<file path="src/rtl/coarse_ctrl.sv">
// Coarse resolver loop controller for one CDU channel.
// Decodes the high-order read-counter bits into the active-low coarse switch
// selects. Samples the threshold comparators once per reference cycle, after
// the switches have settled. Issues single-clock up/down count requests until
// the coarse error nulls, and steps past the false 180-degree null.
module coarse_ctrl #(
  parameter int unsigned SETTLE_CYCLES = 8
) (
  input  logic       clk,
  input  logic       rst_n,
  input  logic       enable,
  input  logic [5:0] rc,
  input  logic       strobe,
  input  logic       _TLC1H,
  input  logic       _TLC2H,
  input  logic       _ADHI,
  output logic       _DC1,
  output logic       _DC2,
  output logic       _DC3,
  output logic       _DC4,
  output logic       _DC5,
  output logic       _DC6,
  output logic       _DC7,
  output logic       _DC8,
  output logic       _DC9,
  output logic       _DC10,
  output logic       _DC11,
  output logic       _DC12,
  output logic       cnt_up,
  output logic       cnt_dn,
  output logic       coarse_null,
  output logic       ambig,
  output logic       tlc_err
);

  typedef enum logic [1:0] {OFF, SETTLE, WAIT, PULSE} state_t;

  localparam logic [7:0] SETTLE_LOAD = 8'(SETTLE_CYCLES);

  // Active-low switch word for a read-counter value; bit i drives _DC(i+1).
  function automatic logic [11:0] decode(input logic [5:0] r);
    logic [11:0] w;
    w = '1;
    case (r[5:3])
      3'd0, 3'd7: w[0] = 1'b0;
      3'd1, 3'd6: w[1] = 1'b0;
      3'd3, 3'd4: w[2] = 1'b0;
      default:    w[3] = 1'b0;
    endcase
    case (r[5:3])
      3'd0, 3'd3: w[6] = 1'b0;
      3'd1, 3'd2: w[7] = 1'b0;
      3'd4, 3'd7: w[4] = 1'b0;
      default:    w[5] = 1'b0;
    endcase
    w[9]  = ~r[2];
    w[10] = ~r[1];
    w[11] = ~r[0];
    return w;
  endfunction

  state_t      state_q, state_d;
  logic [7:0]  cnt_q, cnt_d;
  logic [11:0] dc_q, dc_d;
  logic        up_d, dn_d, ambig_d, null_d, err_d;
  logic        dc_chg, false_null;

  assign dc_d   = enable ? decode(rc) : '1;
  assign dc_chg = (dc_d != dc_q);

  // A null facing the wrong way: sine switch at the 0/7 or 3/4 octants with
  // the cosine polarity contradicting it.
  assign false_null = (((rc[5:3] == 3'd0) || (rc[5:3] == 3'd7)) && !_ADHI) ||
                      (((rc[5:3] == 3'd3) || (rc[5:3] == 3'd4)) &&  _ADHI);

  // Next-state, settle counter and sample decisions.
  always_comb begin
    // NOTE: every output of this block gets a default first so no path can
    // leave one unassigned and infer a latch.
    state_d = state_q;
    cnt_d   = cnt_q;
    up_d    = 1'b0;
    dn_d    = 1'b0;
    ambig_d = ambig;
    null_d  = coarse_null;
    err_d   = tlc_err;
    if (!enable) begin
      state_d = OFF;
      cnt_d   = '0;
      ambig_d = 1'b0;
      null_d  = 1'b0;
      err_d   = 1'b0;
    end else begin
      case (state_q)
        OFF: begin
          state_d = SETTLE;
          cnt_d   = SETTLE_LOAD;
        end
        SETTLE: begin
          if (dc_chg) begin
            cnt_d = SETTLE_LOAD;
          end else if (cnt_q <= 8'd1) begin
            cnt_d   = '0;
            state_d = WAIT;
          end else begin
            cnt_d = cnt_q - 8'd1;
          end
        end
        WAIT: begin
          if (dc_chg) begin
            state_d = SETTLE;
            cnt_d   = SETTLE_LOAD;
          end else if (strobe) begin
            unique case ({_TLC1H, _TLC2H})
              2'b10: begin
                state_d = PULSE;
                up_d    = 1'b1;
                ambig_d = 1'b0;
                null_d  = 1'b0;
              end
              2'b01: begin
                state_d = PULSE;
                dn_d    = 1'b1;
                ambig_d = 1'b0;
                null_d  = 1'b0;
              end
              2'b11: begin
                err_d   = 1'b1;
                ambig_d = 1'b0;
                null_d  = 1'b0;
              end
              2'b00: begin
                // While slewing off a false null, every in-band sample keeps
                // counting up; only a threshold hit ends the slew.
                if (ambig || false_null) begin
                  state_d = PULSE;
                  up_d    = 1'b1;
                  ambig_d = 1'b1;
                  null_d  = 1'b0;
                end else begin
                  null_d  = 1'b1;
                end
              end
            endcase
          end
        end
        PULSE: begin
          state_d = SETTLE;
          cnt_d   = SETTLE_LOAD;
        end
      endcase
    end
  end

  // State, switch word and registered outputs.
  always_ff @(posedge clk or negedge rst_n) begin
    if (!rst_n) begin
      state_q     <= OFF;
      cnt_q       <= '0;
      dc_q        <= '1;
      cnt_up      <= 1'b0;
      cnt_dn      <= 1'b0;
      ambig       <= 1'b0;
      coarse_null <= 1'b0;
      tlc_err     <= 1'b0;
    end else begin
      // NOTE: non-blocking assignments so every register samples the values
      // from before this edge, independent of statement order.
      state_q     <= state_d;
      cnt_q       <= cnt_d;
      dc_q        <= dc_d;
      cnt_up      <= up_d;
      cnt_dn      <= dn_d;
      ambig       <= ambig_d;
      coarse_null <= null_d;
      tlc_err     <= err_d;
    end
  end

  assign {_DC12, _DC11, _DC10, _DC9, _DC8, _DC7,
          _DC6,  _DC5,  _DC4,  _DC3, _DC2, _DC1} = dc_q;

endmodule

</file>
<file path="config.mk">
export PLATFORM = sky130hd
export DESIGN_NAME = coarse_ctrl
export DESIGN_NICKNAME = d
export VERILOG_FILES = /design/src/rtl/coarse_ctrl.sv
export SDC_FILE = /design/constraint.sdc
export NUM_CORES = 1
export LEC_CHECK = 0
export CAP_MARGIN = 20
export CORE_MARGIN = 4
export CORE_UTILIZATION = 48
export DETAILED_ROUTE_END_ITERATION = 8
export HOLD_SLACK_MARGIN = 0.06
export PLACE_DENSITY = 0.83
export SLEW_MARGIN = 20
export SYNTH_ARGS = -nofsm -noshare
export SYNTH_HDL_FRONTEND = slang
export SYNTH_SLANG_ARGS = --single-unit
</file>
<file path="constraint.sdc">
create_clock -name clk -period 2.1 [get_ports clk]
set_input_delay 0.63 -clock clk [delete_from_list [all_inputs] [get_ports clk]]
set_output_delay 0.63 -clock clk [all_outputs]
set_load 0.01 [all_outputs]
</file>
=== Word-level counts from Yosys, hierarchy flattened ===
Cells that the tools add are included.
Widths: inputs -> output; s select.

* Bitwise operators: 3
* Shift-type cells: 0
* Reductions and logical operators: 25
* $add $sub $neg: 1
* Div/mod/pow operators: 0
* Muxes and demuxes: 50
* Equal/unequal tests: 24
* Multipliers: 0
* Magnitude comparators: 1

{| class="wikitable"
|+ Operator list
! kind !! number
|-
| $mux 1 || 33
|-
| $mux 8 || 4
|-
| $pmux 8 s3 || 1
|-
| $reduce_or 2->1 || 8
|-
| $mux 12 || 1
|-
| $mux 2 || 6
|-
| $ne 12x12->1 || 1
|-
| $ne 3x3->1 const B || 4
|-
| $reduce_or 6->1 || 2
|-
| $ne 5x5->1 const B || 2
|-
| $eq 3x3->1 const B || 3
|-
| $eq 2x2->1 const B || 4
|-
| $le 8x1->1 const B || 1
|-
| $reduce_and 4->1 || 2
|-
| $sub 8x1->8 const B || 1
|-
| $eq 3x2->1 const B || 2
|-
| $ne 2x1->1 const B || 3
|-
| $pmux 1 s2 || 3
|-
| $pmux 2 s3 || 1
|-
| $reduce_and 5->1 || 1
|-
| $eq 2x1->1 const B || 2
|-
| $logic_not 2->1 || 2
|-
| $logic_or 1x1->1 || 4
|-
| $ne 4x4->1 const B || 1
|-
| other kinds (9) || 12
|}

* Memories kept: 0
* Bits in latches: 0
* ROM bits: 0
* Register bits: 27
* Bits in writable memories: 0
* Bits of input ports: 13
* Word-level logic and storage cells: 112

=== Depth between registers and ports, before layout ===
Gate-level depths: netlist of the first run.

* Depth in word-level cells: 11
* Mapped depth: 9

=== Worst setup path after synthesis of the first run ===
Ideal clock, no wire load.

* Kind: input port to flip-flop
* From: input rc[3]
* To: register coarse_null
* Library setup time: 82 ps
* Path slack: -355 ps
* Arrival time: 2,373 ps
* Cell stages on the path: 8
* Required time: 2,018 ps
* Buffers on the path: 2
* Path through: buf_2 buf_2 and3_1 o211a_1 a311oi_1 nand3_2 or4_1 o22ai_1

* Word-level cells in the longest chain between the ends: 11
* Elaborated cells on any way between the ends: 39

{| class="wikitable"
|+ RTL lines
! element !! line !! source
|-
| start, declared || 12 || <nowiki>input logic [5:0] rc,</nowiki>
|-
| branches (longest 11 deep; another with $mux 12) || - ||
|-
| end signal, assigned || 175 || <nowiki>coarse_null <= null_d;</nowiki>
|-
| end, declared || 31 || <nowiki>output logic coarse_null,</nowiki>
|}

Several ways; the timed one is not identified. The select of a mux whose other input is x is not followed.
A chain may end at the register's enable or synchronous reset.

=== Worst setup path in the final report of the first run ===
* From: input rc[1]
* To: register coarse_null

* Word-level cells in the longest chain between the ends: 5

{| class="wikitable"
|+ RTL lines
! element !! line !! source
|-
| $not 1->1 || 57 || <nowiki>w[10] = ~r[1];</nowiki>
|-
| $mux 12 || 68 || <nowiki>assign dc_d = enable ? decode(rc) : '1;</nowiki>
|-
| $ne 12x12->1 || 69 || <nowiki>assign dc_chg = (dc_d != dc_q);</nowiki>
|-
| $ne 2x2->1 (no line) || - ||
|-
| $reduce_and 3->1 (no line) || - ||
|}

Every way passes these cells.

==> results of run 1 <==
==> sequential cells by signal (all words and copies together) (netlist names) <==
signal	flops
coarse_null	1
tlc_err	1
cnt_q	8
state_q	2
cnt_up	1
cnt_dn	1
ambig	1
dc_q	11
==> worst paths after layout <==
kind / from / end / slack (ns) / depth (start not counted)
min in group asynchronous: rst_n / cnt_q[1]$_DFFE_PN0P_ / 0.70 / 2
min reg2reg: tlc_err$_DFFE_PN0P_ / tlc_err$_DFFE_PN0P_ / 0.52 / 2
max in group asynchronous: rst_n / dc_q[5]$_DFF_PN1_ / 1.09 / 2
max reg2reg: dc_q[6]$_DFF_PN1_ / coarse_null$_DFFE_PN0P_ / -0.10 / 6
min: rc[1] / dc_q[10]$_DFF_PN1_ / 0.51 / 2
max: rc[1] / coarse_null$_DFFE_PN0P_ / -0.12 / 7
==> cells by family after synthesis <==
family          after synthesis
compound gates               54
mux                           4
other cells                   1
fa+ha+maj                     6
simple gates                 87
xor+xnor                      4
buf+inv                      22
flops                        26
==> layout make-up <==
| type | instances | area share (%) |
|---|---|---|
| sequential | 26 | 24.62 |
| timing repair buffer | 77 | 25.27 |
| clock buffer | 3 | 1.530 |
| tap | 48 | 2.225 |
| multi-input combinational | 156 | 43.63 |
| inverter | 11 | 1.623 |
| clock inverter | 1 | 1.113 |
==> synth_stat cells, drive strengths merged (5+ instances only) <==
cell type | n | share of area, %
clkbuf | 6 | 3.4
and3 | 5 | 1.7
nand3 | 10 | 3.7
o21ai | 10 | 2.7
dfrtp | 15 | 20
dfstp | 11 | 16
ha | 6 | 4.1
o21a | 6 | 2.4
nand2 | 20 | 4.1
a21oi | 13 | 3.5
inv | 11 | 2.2
nor3b | 6 | 2.4
nor2 | 16 | 3.2
buf | 5 | 1.8
nor3 | 5 | 1.4
==> routing by layer <==
metal | vias to the layer above | part of all wire [%] | track usage, % | routed length [µm]
met5 | - | 0 | 0 | 0
met4 | 0 | 2.6 | 9.362 | 132
met3 | 16 | 4.2 | 3.165 | 212
met2 | 58 | 49 | 35.15 | 2458
met1 | 884 | 44 | 26.48 | 2190
li1 | 869 | - | - | -
==> worst reg2reg max path: stages (launching register included) <==
cell	delay, ns
dfstp_2	0.58
a21boi_2	0.06
or4_4	0.53
a2111oi_4	0.21
nand3_2	0.13
or4_1	0.48
o22ai_1	0.15
==> where the power goes <==
part / switching [mW] / internal (mW) / leakage (nW)
clock network: 0.173 / 0.256 / 0.0357
logic: 0.175 / 0.181 / 0.829
registers: 0.0163 / 0.523 / 0.321
total: 0.364 / 0.959 / 1.19
==> repair_timing <==
item / 4_1_cts / 5_1_grt
setup endpoints to repair: 16 / 16
gates resized for setup: 38 / 16
buffers inserted: 5 / 1
pin swaps: 12 / 13
hold buffers: 0 / 0
endpoints found under the hold margin: 0 / 0
==> results.yml, run 1 <==
worst_setup_path:
  crit_required_ns: 2.31
  worstPathCellList: "clkbuf_2 > and3_4 > or4_4 > a2111oi_4 > nand3_2 > or4_1 > o22ai_1"
  critPathBufInv: 1
  crit_slowest_cell: "or4_4"
  slowest_delay_ns: 0.55
  cp_max_fo: 3
  end_kind: "flop"
  path_delay_family: "simple AND/OR/NAND/NOR gates"
  crit_type: "input pin to flop"
  critPathLaunchType: "input pin"
  critical_path_arrival_ns: 2.43
synth:
  syn_nets: 223
  synth_edf_count: 0
  synth_top_flop_cell: "dfrtp_1"
  synth_mux_area_share_pct: 2.234
  yosys.area_share.simple_pct: 26.07
  yosysWarnings: 0
  yosysUniqueCellTypes: 58
  syn_inst: 204
  synthArstFlopShare_pct: 100.0
  synth_compound_area_share_pct: 21.73
  synth_xor_area_share_pct: 2.302
  yosysSeqAreaShare_pct: 35.95
  syn_area_um2: 1848
  syn_area_per_cell_um2: 9.059
  synth_top_family_by_area: "simple AND/OR/NAND/NOR gates"
  synthAdderAreaFrac_pct: 4.062
  ys_seq_elements: 26
timing:
  setup_tns_ns: -1.349
  hold-worst-slack_ns: 0.5111
  grt_setup_unrepaired: "yes"
  max_freq_mhz: 450.2
  period_share_pct: 105.8
  post-route-min-period_ns: 2.221
  hold_violations: 0
  setup_violations: 14
  slew_violations: 0
  clock_skew_ns: 0.005927
  fin_ws_ns: -0.1212
cts:
  cts-root-buf: "clkbuf_8"
  clock_path_buffers: 2
  ctsHtreeMaxLevel: 1
  clock_sinks: 26
  cts_buffers: 3
  worstSkewPairLatency_ns: 0.28
  cts_tree: "done"
  clk_pin_slew_worst_paths_ns: 0.10
power:
  ir_worst_vdd_mv: 0.3552
  power.density_nw_per_um2: 490.2
  total_power_mw: 1.323
  leakagePower_nw: 1.185
routing:
  first_pass_iters: 4
  drc_errors: 0
  drt-vias-per-instance: 5.674
  routedWlPerCell_um: 15.51
  postRouteAntennaNets: 0
  wl_um: 4994
  drt_iter0_drc: 124
  via_count: 1827
status:
  violations: "setup timing"
  status: "finished, violations left"
floorplan:
  dieArea_um2: 4907
  chipWidth_um: 70.05
  initial_core_util_pct: 50.10
  ios: 30
  dieHeight_um: 70.05
  placementRows: 22
  core_area_um2: 3689
placement:
  place_ws_ns: -0.8134
  dp.cells: 314
  io_buffer_count: 28
  place_area_um2: 2466
  gp_congestion: 0.8960
  dp_hpwl_um: 3312
grt:
  grt_pass1_vias: 1900
  grt_remaining_overflow: 0
  antenna_found_initial: 0
  grt_start_max_net_pins: 27
  grt.total_usage_pct: 20.96
  grt_first_pass_wirelength_um: 8521
cells_and_area:
  drive_gt1_share_pct: 37.96
  nets: 294
  ff_latch_area_um2: 664.4
  area_growth_pct: 46.04
  final_cell_mix: "44 x buf_4, 20 x nand2_1, 18 x clkdlybuf4s50_1"
  utilization_pct: 73.17
  diodes: 0
  mostFrequentLayoutCell: "buf_4"
  multi_input_area_um2: 1177
  stdcell_count: 322
  fin_area_um2: 2699
  fill_cells: 274
job:
  maxCapViolCount: 0
hold_path:
  hold_path_class: "input pin to flop"
Power figures use the tool's default switching activity.
==> run 2: changes to the inputs <==
--- a/config.mk
+++ b/config.mk
@@ -9,6 +9,7 @@
 export CORE_MARGIN = 4
 export CORE_UTILIZATION = 48
 export DETAILED_ROUTE_END_ITERATION = 8
+export GPL_ROUTABILITY_DRIVEN = 0
 export HOLD_SLACK_MARGIN = 0.06
 export PLACE_DENSITY = 0.83
 export SLEW_MARGIN = 20
==> results of run 2 <==
No change in the layout: final DEF, timing and power equal those of run 1.
